--- src/rtl/tone_gen.sv ---
// Multi-channel square/PWM tone generator with glitch-free note changes.
// Define TONE_MIX_EN to add the MIX output (count of channels currently high).
module tone_gen #(
    parameter int CHANNELS = 2,
    parameter int DIV_W    = 20
) (
    input  logic                  CLK,
    input  logic                  RST_N,
    input  logic [CHANNELS*7-1:0] SEL,
    input  logic [CHANNELS*4-1:0] DUTY,
    input  logic [CHANNELS-1:0]   EN,
    output logic [CHANNELS-1:0]   oCLK
`ifdef TONE_MIX_EN
    ,
    output logic [$clog2(CHANNELS+1)-1:0] MIX
`endif
);

    logic [CHANNELS*7-1:0] sel_r;
    logic [CHANNELS*4-1:0] duty_r;
    logic [CHANNELS-1:0]   en_r;

    function automatic logic [DIV_W-1:0] base_of(input logic [3:0] n);
        case (n)
            4'd0:    base_of = DIV_W'(382225);
            4'd1:    base_of = DIV_W'(360776);
            4'd2:    base_of = DIV_W'(340524);
            4'd3:    base_of = DIV_W'(321412);
            4'd4:    base_of = DIV_W'(303373);
            4'd5:    base_of = DIV_W'(286344);
            4'd6:    base_of = DIV_W'(270270);
            4'd7:    base_of = DIV_W'(255102);
            4'd8:    base_of = DIV_W'(240790);
            4'd9:    base_of = DIV_W'(227273);
            4'd10:   base_of = DIV_W'(214519);
            4'd11:   base_of = DIV_W'(202478);
            default: base_of = '0;
        endcase
    endfunction

    always_ff @(posedge CLK or negedge RST_N) begin
        if (!RST_N) begin
            sel_r  <= {CHANNELS{7'h0F}};
            duty_r <= '0;
            en_r   <= '0;
        end else begin
            sel_r  <= SEL;
            duty_r <= DUTY;
            en_r   <= EN;
        end
    end

    for (genvar i = 0; i < CHANNELS; i++) begin : g_ch
        logic [6:0]       sel_a;
        logic [3:0]       duty_a;
        logic [DIV_W-1:0] cnt;
        logic [DIV_W-1:0] per;
        logic [DIV_W-1:0] hi;
        logic [DIV_W+3:0] prod;
        logic             tone;
        logic [6:0]       sel_n;
        logic [3:0]       duty_n;
        logic             act_mute;
        logic             nxt_mute;

        assign sel_n    = sel_r[7*i +: 7];
        assign duty_n   = duty_r[4*i +: 4];
        assign act_mute = (sel_a[3:2] == 2'b11);
        assign nxt_mute = (sel_n[3:2] == 2'b11);
        assign oCLK[i]  = tone;

        always_comb begin
            per  = base_of(sel_a[3:0]) >> sel_a[6:4];
            prod = {4'b0, per} * {{DIV_W{1'b0}}, duty_a};
            hi   = prod[DIV_W+3:4];
        end

        // Shadows follow the inputs while idle or muted; otherwise only at wrap.
        always_ff @(posedge CLK or negedge RST_N) begin
            if (!RST_N) begin
                sel_a  <= 7'h0F;
                duty_a <= '0;
                cnt    <= '0;
                tone   <= 1'b0;
            end else if (!en_r[i]) begin
                sel_a  <= sel_n;
                duty_a <= duty_n;
                cnt    <= '0;
                tone   <= 1'b0;
            end else if (act_mute) begin
                cnt  <= '0;
                tone <= 1'b0;
                if (!nxt_mute) begin
                    sel_a  <= sel_n;
                    duty_a <= duty_n;
                end
            end else begin
                tone <= (cnt < hi);
                if (cnt == per - DIV_W'(1)) begin
                    cnt    <= '0;
                    sel_a  <= sel_n;
                    duty_a <= duty_n;
                end else begin
                    cnt <= cnt + DIV_W'(1);
                end
            end
        end
    end

`ifdef TONE_MIX_EN
    localparam int MW = $clog2(CHANNELS+1);

    function automatic logic [MW-1:0] ones(input logic [CHANNELS-1:0] v);
        ones = '0;
        for (int k = 0; k < CHANNELS; k++) ones = ones + MW'(v[k]);
    endfunction

    always_ff @(posedge CLK or negedge RST_N) begin
        if (!RST_N) MIX <= '0;
        else        MIX <= ones(oCLK);
    end
`endif

endmodule

--- config.mk ---
export PLATFORM = sky130hd
export DESIGN_NAME = tone_gen
export DESIGN_NICKNAME = d
export VERILOG_FILES = /design/src/rtl/tone_gen.sv
export SDC_FILE = /design/constraint.sdc
export NUM_CORES = 1
export LEC_CHECK = 0
export ABC_AREA = 1
export CORE_MARGIN = 10
export CORE_UTILIZATION = 65
export DETAILED_ROUTE_END_ITERATION = 10
export GPL_TIMING_DRIVEN = 0
export PLACE_DENSITY_LB_ADDON = 0.2
export RECOVER_POWER = 25
export SYNTH_ARGS = -nofsm -noshare
export SYNTH_HDL_FRONTEND = slang
export SYNTH_SLANG_ARGS = --single-unit
--- constraint.sdc ---
create_clock -name CLK -period 6.15 [get_ports CLK]
set_input_delay 0.9225 -clock CLK [delete_from_list [all_inputs] [get_ports CLK]]
set_output_delay 0.9225 -clock CLK [all_outputs]
set_load 0.02 [all_outputs]
==> results of run 1 <==
==> cell usage after synthesis, drive strengths merged <==
master	n	area share, %
nand3	293	12
buf	37	1.8
nor3	21	0.97
nand2	552	17
clkinv	7	0.20
nor4	3	0.15
inv	262	7.7
a211oi	2	0.12
o221ai	2	0.14
xor2	43	2.9
nand4	28	1.4
ha	108	11
fa	66	10
a31oi	7	0.34
dfrtp	72	14
clkbuf	21	0.61
or2	3	0.15
a31o	1	0.068
nor2	266	8.2
xnor3	1	0.18
a21o	2	0.12
o211ai	5	0.29
nand3b	7	0.41
xnor2	30	2.0
o21bai	5	0.29
a21oi	85	3.3
o21a	5	0.29
dfstp	16	3.3
a221oi	1	0.068
a21boi	2	0.12
o2111ai	2	0.14
o21ai	47	1.8
==> state kept, by name, summed over array words and instances, names as in the netlist <==
name and cells:
g_ch.duty_a 8, g_ch.cnt 40, g_ch.sel_a 14, duty_r 8, en_r 2, g_ch.tone 2
sel_r 14
==> layout by cell type, fill, tap and decap left out, types with 19 or more instances in the layout <==
cell and count:
nand2_1 514, nand3_1 283, inv_1 254, nor2_1 246
ha_1 97, a21oi_1 75, dfrtp_1 72, fa_1 66
xor2_1 43, o21ai_0 35, xnor2_1 30, nand2_2 29
buf_4 28, nand4_1 27, clkbuf_1 23, dlygate4sd3_1 19
==> worst max-delay path: cells and delay by family (launching register included) <==
family                   cells  cell delay, ns
AO/OA/AOI/OAI                7            1.02
flip-flops                   1            0.61
AND/OR/NAND/NOR             15            1.75
adder cells (fa/ha/maj)      5            2.05
buffers and inverters        4            0.34
==> cell families (layout without fill, tap and decap cells) <==
family          after synthesis  in the layout  share of synthesized area, %
compound gates              166            166                         7.118
simple gates               1173           1173                         39.33
flops                        88             88                         17.29
fa+ha+maj                   174            174                         20.80
buf+inv                     327            394                         10.31
xor+xnor                     74             74                         5.151
==> how the worst max path moves through the flow <==
stage	start	end	slack, ns
floorplan	g_ch[1].sel_a[1]$_DFFE_PN1P_	g_ch[1].tone$_DFF_PN0_	0.80
global placement	g_ch[1].sel_a[1]$_DFFE_PN1P_	g_ch[1].tone$_DFF_PN0_	-0.19
detailed placement	g_ch[1].sel_a[1]$_DFFE_PN1P_	g_ch[1].tone$_DFF_PN0_	-0.28
CTS	g_ch[0].sel_a[0]$_DFFE_PN1P_	g_ch[0].tone$_DFF_PN0_	0.03
global route	g_ch[1].sel_a[0]$_DFFE_PN1P_	g_ch[1].tone$_DFF_PN0_	-0.13
finish	g_ch[0].sel_a[0]$_DFFE_PN1P_	g_ch[0].tone$_DFF_PN0_	0.25
==> per-stage QoR <==
stage | total power [µW] | cell area (µm²) | util, % | cells | setup WS (ns)
floorplan | 3959 | 12850 | - | 2002 | 0.8011
global placement | 4866 | 13450 | 69.12 | 2294 | -0.1889
detailed placement | 4964 | 13480 | 69.24 | 2295 | -0.2830
CTS | 5645 | 13880 | 71.30 | 2312 | 0.02662
global route | 6640 | 14300 | 73.45 | 2334 | -0.1319
finish | 6046 | 14300 | 73.45 | 2334 | 0.2545
==> cell type report <==
cell class / count / share of cell area [%]
tap: 265 / 2.319
timing repair buffer: 51 / 3.081
buffer: 58 / 2.206
multi-input combinational: 1587 / 67.38
clock buffer: 10 / 1.672
inverter: 269 / 7.116
clock inverter: 6 / 0.6827
sequential: 88 / 15.54
==> where the power goes <==
group          switching [µW]  internal [µW]
Clock                     244            374
Combinational            3050           1710
Sequential               42.5            622
==> per-layer routing <==
metal / vias to the layer above / wire length, µm / global-route usage (%)
li1: 6529 / - / -
met1: 6292 / 15180 / 34.04
met2: 527 / 19560 / 52.28
met3: 125 / 1952 / 1.840
met4: 0 / 1836 / 14.40
met5: - / 0 / 0
==> what timing repair did <==
action | in CTS | in global routing
endpoints found under the setup margin | 2 | 2
resized for setup | 12 | 72
pin swaps | 0 | 14
setup buffers | 1 | 22
==> reports/summary.txt, run 1 <==
Status: finished with violations
Violations in the final reports: capacitance limit, slew limit
Port bufs: 27
CTS Buf Count: 9
CTS root buffer: clkbuf_16
Slowest stage delay, CP: 0.61 ns
Critical path launch point type: flop
Hpwl dp: 30660 µm
Layout cells sized above 1: 9.522%
Number of cells on the worst reg-to-reg path: 31
Synth warn: 0
Worst Hold Margin: 0.4795 ns
CTS Buffer Depth: 2
Fin Setup TNS: 0 ns
CP endpoint kind: flop
Syn Inst Count: 2002
Post-synthesis sequential area ratio: 17.29%
H-tree depth: 3
Fin. Hold Viols: 0
HP Class: reg2reg
First-pass GRT wire length: 62510 µm
GRT overflow: 0
CP required: 6.37 ns
# IOs: 28
Peak Freq: 0.1696 GHz
FF+latch count, synth: 88
WHS Endpoint: g_ch[1].sel_a[0]$_DFFE_PN1P_
CTS tree: yes
Worst Tran Pin Value: 3.584 ns
Hold Startpoint: sel_r[7]$_DFF_PN1_
Crit-path most repeated cell: nand2_1
Rows: 51
R2r setup slk: 0.25 ns
DRT iter0 DRCs: 1246
Register area: 2222 µm²
MaxCap Viol Count: 1
Hold path depth: 2
CP max FO: 7
PD cells: 423.0 nW/µm²
R2r endpoint: g_ch[0].tone$_DFF_PN0_
Final WL: 38530 µm
Crit path kind: reg2reg
Vias: 13470
Slew headroom: -138.9%
Slowest-stage cell, CP: dfstp_2
Clk sink count: 88
Largest net degree at the start of global routing: 71
Mapped Area: 12850 µm²
Post-layout min period: 5.895 ns
Worst-path clk slew: 0.07 ns
Finish-stage setup viols: 0
Syn Nets: 2202
Clock Latency Late Sink: 0.34 ns
Area Overhead vs Synth: 11.25%
Final Max Slew Viols: 71
Initial Util: 66.02%
Via-to-Cell Ratio: 5.772
Final net count: 2264
RePlAce Congestion: 0.9809
Die area: 25790 µm²
All-layer global routing usage: 28.97%
Ant. Diodes: 0
Setup repair after global routing missed its margin: yes
R2R Path Start: g_ch[0].sel_a[0]$_DFFE_PN1P_
Arrival time worst endpoint: 6.12 ns
Core area: 19460 µm²
Number of global-route vias before repair: 12990
Height of the chip: 160.6 µm
Fill cell count: 1657
Mean Syn Cell Area: 6.418 µm²
Cts hold-fix bufs: 0
Synth cell types: 44
Routed len/inst: 16.51 µm
Lkg Pwr: 0.007177 µW
Clk_skew: 0.009365 ns
Detail Route Antenna Nets: 0
Final period util: 95.86%
DRC viols: 0
Drt pass-1 iters: 6
Peak VDD IR: 0.2358 mV
Die width: 160.6 µm
Multi-input combinational cell area: 9632 µm²
Initial antenna violation count: 0
No activity file was read; power rests on OpenSTA's default activity.
==> run 2: changes to the inputs <==
==> constraint.sdc (replaced) <==
create_clock -name CLK -period 6.15 [get_ports CLK]
set_input_delay 1.845 -clock CLK [delete_from_list [all_inputs] [get_ports CLK]]
set_output_delay 1.845 -clock CLK [all_outputs]
set_load 0.02 [all_outputs]
==> reports/summary.txt, run 2 (same netlist as run 1, synthesis figures left out) <==
CP endpoint kind: flop
Core area: 19460 µm² (unchanged)
Fin. Hold Viols: 0 (unchanged)
Largest register FFs: 40 (unchanged)
CTS Buffer Depth: 2 (unchanged)
Clk_skew: 0.009365 ns (unchanged)
Hpwl dp: 30660 µm (unchanged)
Post-layout min period: 5.895 ns (-0.00001700 ns)
CTS root buffer: clkbuf_16
Worst-path clk slew: 0.07 ns (about the same)
Die area: 25790 µm² (unchanged)
Met1 WL: 15170 µm (about the same)
Final period util: 95.86% (about the same)
Initial Util: 66.02% (unchanged)
CTS Buf Count: 9 (unchanged)
GRT overflow: 0 (unchanged)
Crit-path most repeated cell: nand2_1
Slowest stage delay, CP: 0.61 ns (about the same)
Overall Power: 6047 µW (about the same)
Hold path depth: 2 (unchanged)
Clk sink count: 88 (unchanged)
Worst setup startpoint: g_ch[0].sel_a[0]$_DFFE_PN1P_
Slew headroom: -104.8% (+34 points)
Placed Area: 13480 µm² (unchanged)
Setup repair after global routing missed its margin: yes
R2r endpoint: g_ch[0].tone$_DFF_PN0_
First-pass GRT wire length: 62510 µm (unchanged)
Via-to-Cell Ratio: 5.772 (unchanged)
Initial antenna violation count: 0 (unchanged)
R2R Path Start: g_ch[0].sel_a[0]$_DFFE_PN1P_
Area Overhead vs Synth: 11.29% (about the same)
Layout cells sized above 1: 9.522% (unchanged)
Register area: 2222 µm² (unchanged)
Final WL: 38520 µm (about the same)
Final Cell Area: 14300 µm² (about the same)
Highest routed metal layer: met4
Lkg Pwr: 0.007180 µW (about the same)
Fin Setup TNS: 0 ns (unchanged)
Status: finished with violations
R2r setup slk: 0.25 ns (about the same)
Multi-input combinational cell area: 9632 µm² (unchanged)
DRC viols: 0 (unchanged)
H-tree depth: 3 (unchanged)
Crit path kind: reg2reg
Finish-stage setup viols: 0 (unchanged)
CTS tree: yes
# IOs: 28 (unchanged)
Slowest-stage cell, CP: dfstp_2
Number of global-route vias before repair: 12990 (unchanged)
Hold Startpoint: sel_r[7]$_DFF_PN1_
All-layer global routing usage: 28.97% (unchanged)
Height of the chip: 160.6 µm (unchanged)
Number of cells on the worst reg-to-reg path: 31 (unchanged)
Detail Route Antenna Nets: 0 (unchanged)
Ant. Diodes: 0 (unchanged)
WL met2: 19560 µm (unchanged)
Final net count: 2264 (unchanged)
Peak Freq: 0.1696 GHz (about the same)
Arrival time worst endpoint: 6.12 ns (about the same)
Violations in the final reports: capacitance limit, slew limit
MaxCap Viol Count: 1 (unchanged)
Worst Tran Pin Value: 3.072 ns (-0.5119 ns)
Commonest non-fill, non-tap cell in the layout: nand2_1
CP required: 6.37 ns (about the same)
CP max FO: 7 (unchanged)
Rows: 51 (unchanged)
Largest net degree at the start of global routing: 71 (unchanged)
Drt pass-1 iters: 6 (unchanged)
WHS Endpoint: g_ch[1].sel_a[0]$_DFFE_PN1P_
Largest regs: g_ch.cnt: 40 flops, g_ch.sel_a: 14 flops, sel_r: 14 flops
Final Max Slew Viols: 71 (unchanged)
RePlAce Congestion: 0.9809 (unchanged)
Fill cell count: 1656 (-0.060%)
Die width: 160.6 µm (unchanged)
Peak VDD IR: 0.2358 mV (about the same)
Vias: 13470 (unchanged)
Routed len/inst: 16.50 µm (about the same)
Routed length on met3: 1952 µm (unchanged)
HP Class: reg2reg
Port bufs: 27 (unchanged)
Critical path launch point type: flop
PD cells: 422.8 nW/µm² (about the same)
DRT iter0 DRCs: 1246 (unchanged)
Clock Latency Late Sink: 0.34 ns (about the same)
Top reg by flops: g_ch.cnt
Most frequent cells in the layout: 514 x nand2_1, 283 x nand3_1, 254 x inv_1
==> run 2: cell count changes in the layout (fill, tap and decap cells not counted) <==
| cell | previous run | this run |
|---|---|---|
| clkbuf_1 | 23 | 22 |
| clkdlybuf4s25_1 | 0 | 1 |
==> run 2: worst max path at each step <==
stage / endpoint / depth (start not counted)
finish: g_ch[0].tone$_DFF_PN0_ / 31
global route: g_ch[1].tone$_DFF_PN0_ / 31
CTS: g_ch[0].tone$_DFF_PN0_ / 31
detailed placement: g_ch[1].tone$_DFF_PN0_ / 31
global placement: g_ch[1].tone$_DFF_PN0_ / 31
floorplan: g_ch[1].tone$_DFF_PN0_ / 31
==> run 2: critical path: cells and delay by family, from the launching register on <==
kind,cells,cell delay (ns)
buffers and inverters,4,0.34
flip-flops,1,0.61
AND/OR/NAND/NOR,15,1.75
AO/OA/AOI/OAI,7,1.02
adder cells (fa/ha/maj),5,2.05
==> run 2: repair_timing <==
item | in CTS | in global routing
hold buffers | 0 | 0
buffers inserted | 1 | 22
setup endpoints to repair | 2 | 2
resized for setup | 12 | 72
pin swaps | 0 | 14
==> run 2: per-stage QoR <==
stage | util (%) | hold WS, ns | instances | setup WS (ns)
after floorplan | - | 0.4523 | 2002 | 0.8011
after global placement | 69.12 | 0.4616 | 2294 | -0.1889
after detailed placement | 69.24 | 0.4696 | 2295 | -0.2830
after CTS | 71.30 | 0.4796 | 2312 | 0.02662
after global routing | 73.48 | 0.4986 | 2334 | -0.1319
final | 73.48 | 0.4795 | 2334 | 0.2546
==> run 2: per-layer routing <==
metal / global-route usage (%) / vias up
met4: 14.40 / 0
met1: 34.04 / 6292
li1: - / 6529
met3: 1.840 / 125
met5: 0 / -
met2: 52.28 / 527
==> run 2: cell type report <==
class                           count  area share [%]
Multi-Input combinational cell   1587           67.35
Clock inverter                      6          0.6824
Timing Repair Buffer               51           3.123
Buffer                             58           2.205
Clock buffer                       10           1.671
Sequential cell                    88           15.54
Tap cell                          265           2.318
Inverter                          269           7.113
==> run 2: power by group <==
part,switching [µW],leakage [µW],internal [µW]
combinational,3050,0.00591,1710
sequential,42.5,0.00110,622
clock,244,0.000166,374
==> run 3: changes to the inputs <==
--- a/config.mk
+++ b/config.mk
@@ -6,6 +6,7 @@
 export NUM_CORES = 1
 export LEC_CHECK = 0
 export ABC_AREA = 1
+export ABC_CLOCK_PERIOD_IN_PS = 6150
 export CORE_MARGIN = 10
 export CORE_UTILIZATION = 65
 export DETAILED_ROUTE_END_ITERATION = 10
==> results of run 3 <==
No change in the layout: final DEF, timing and power equal those of run 2.
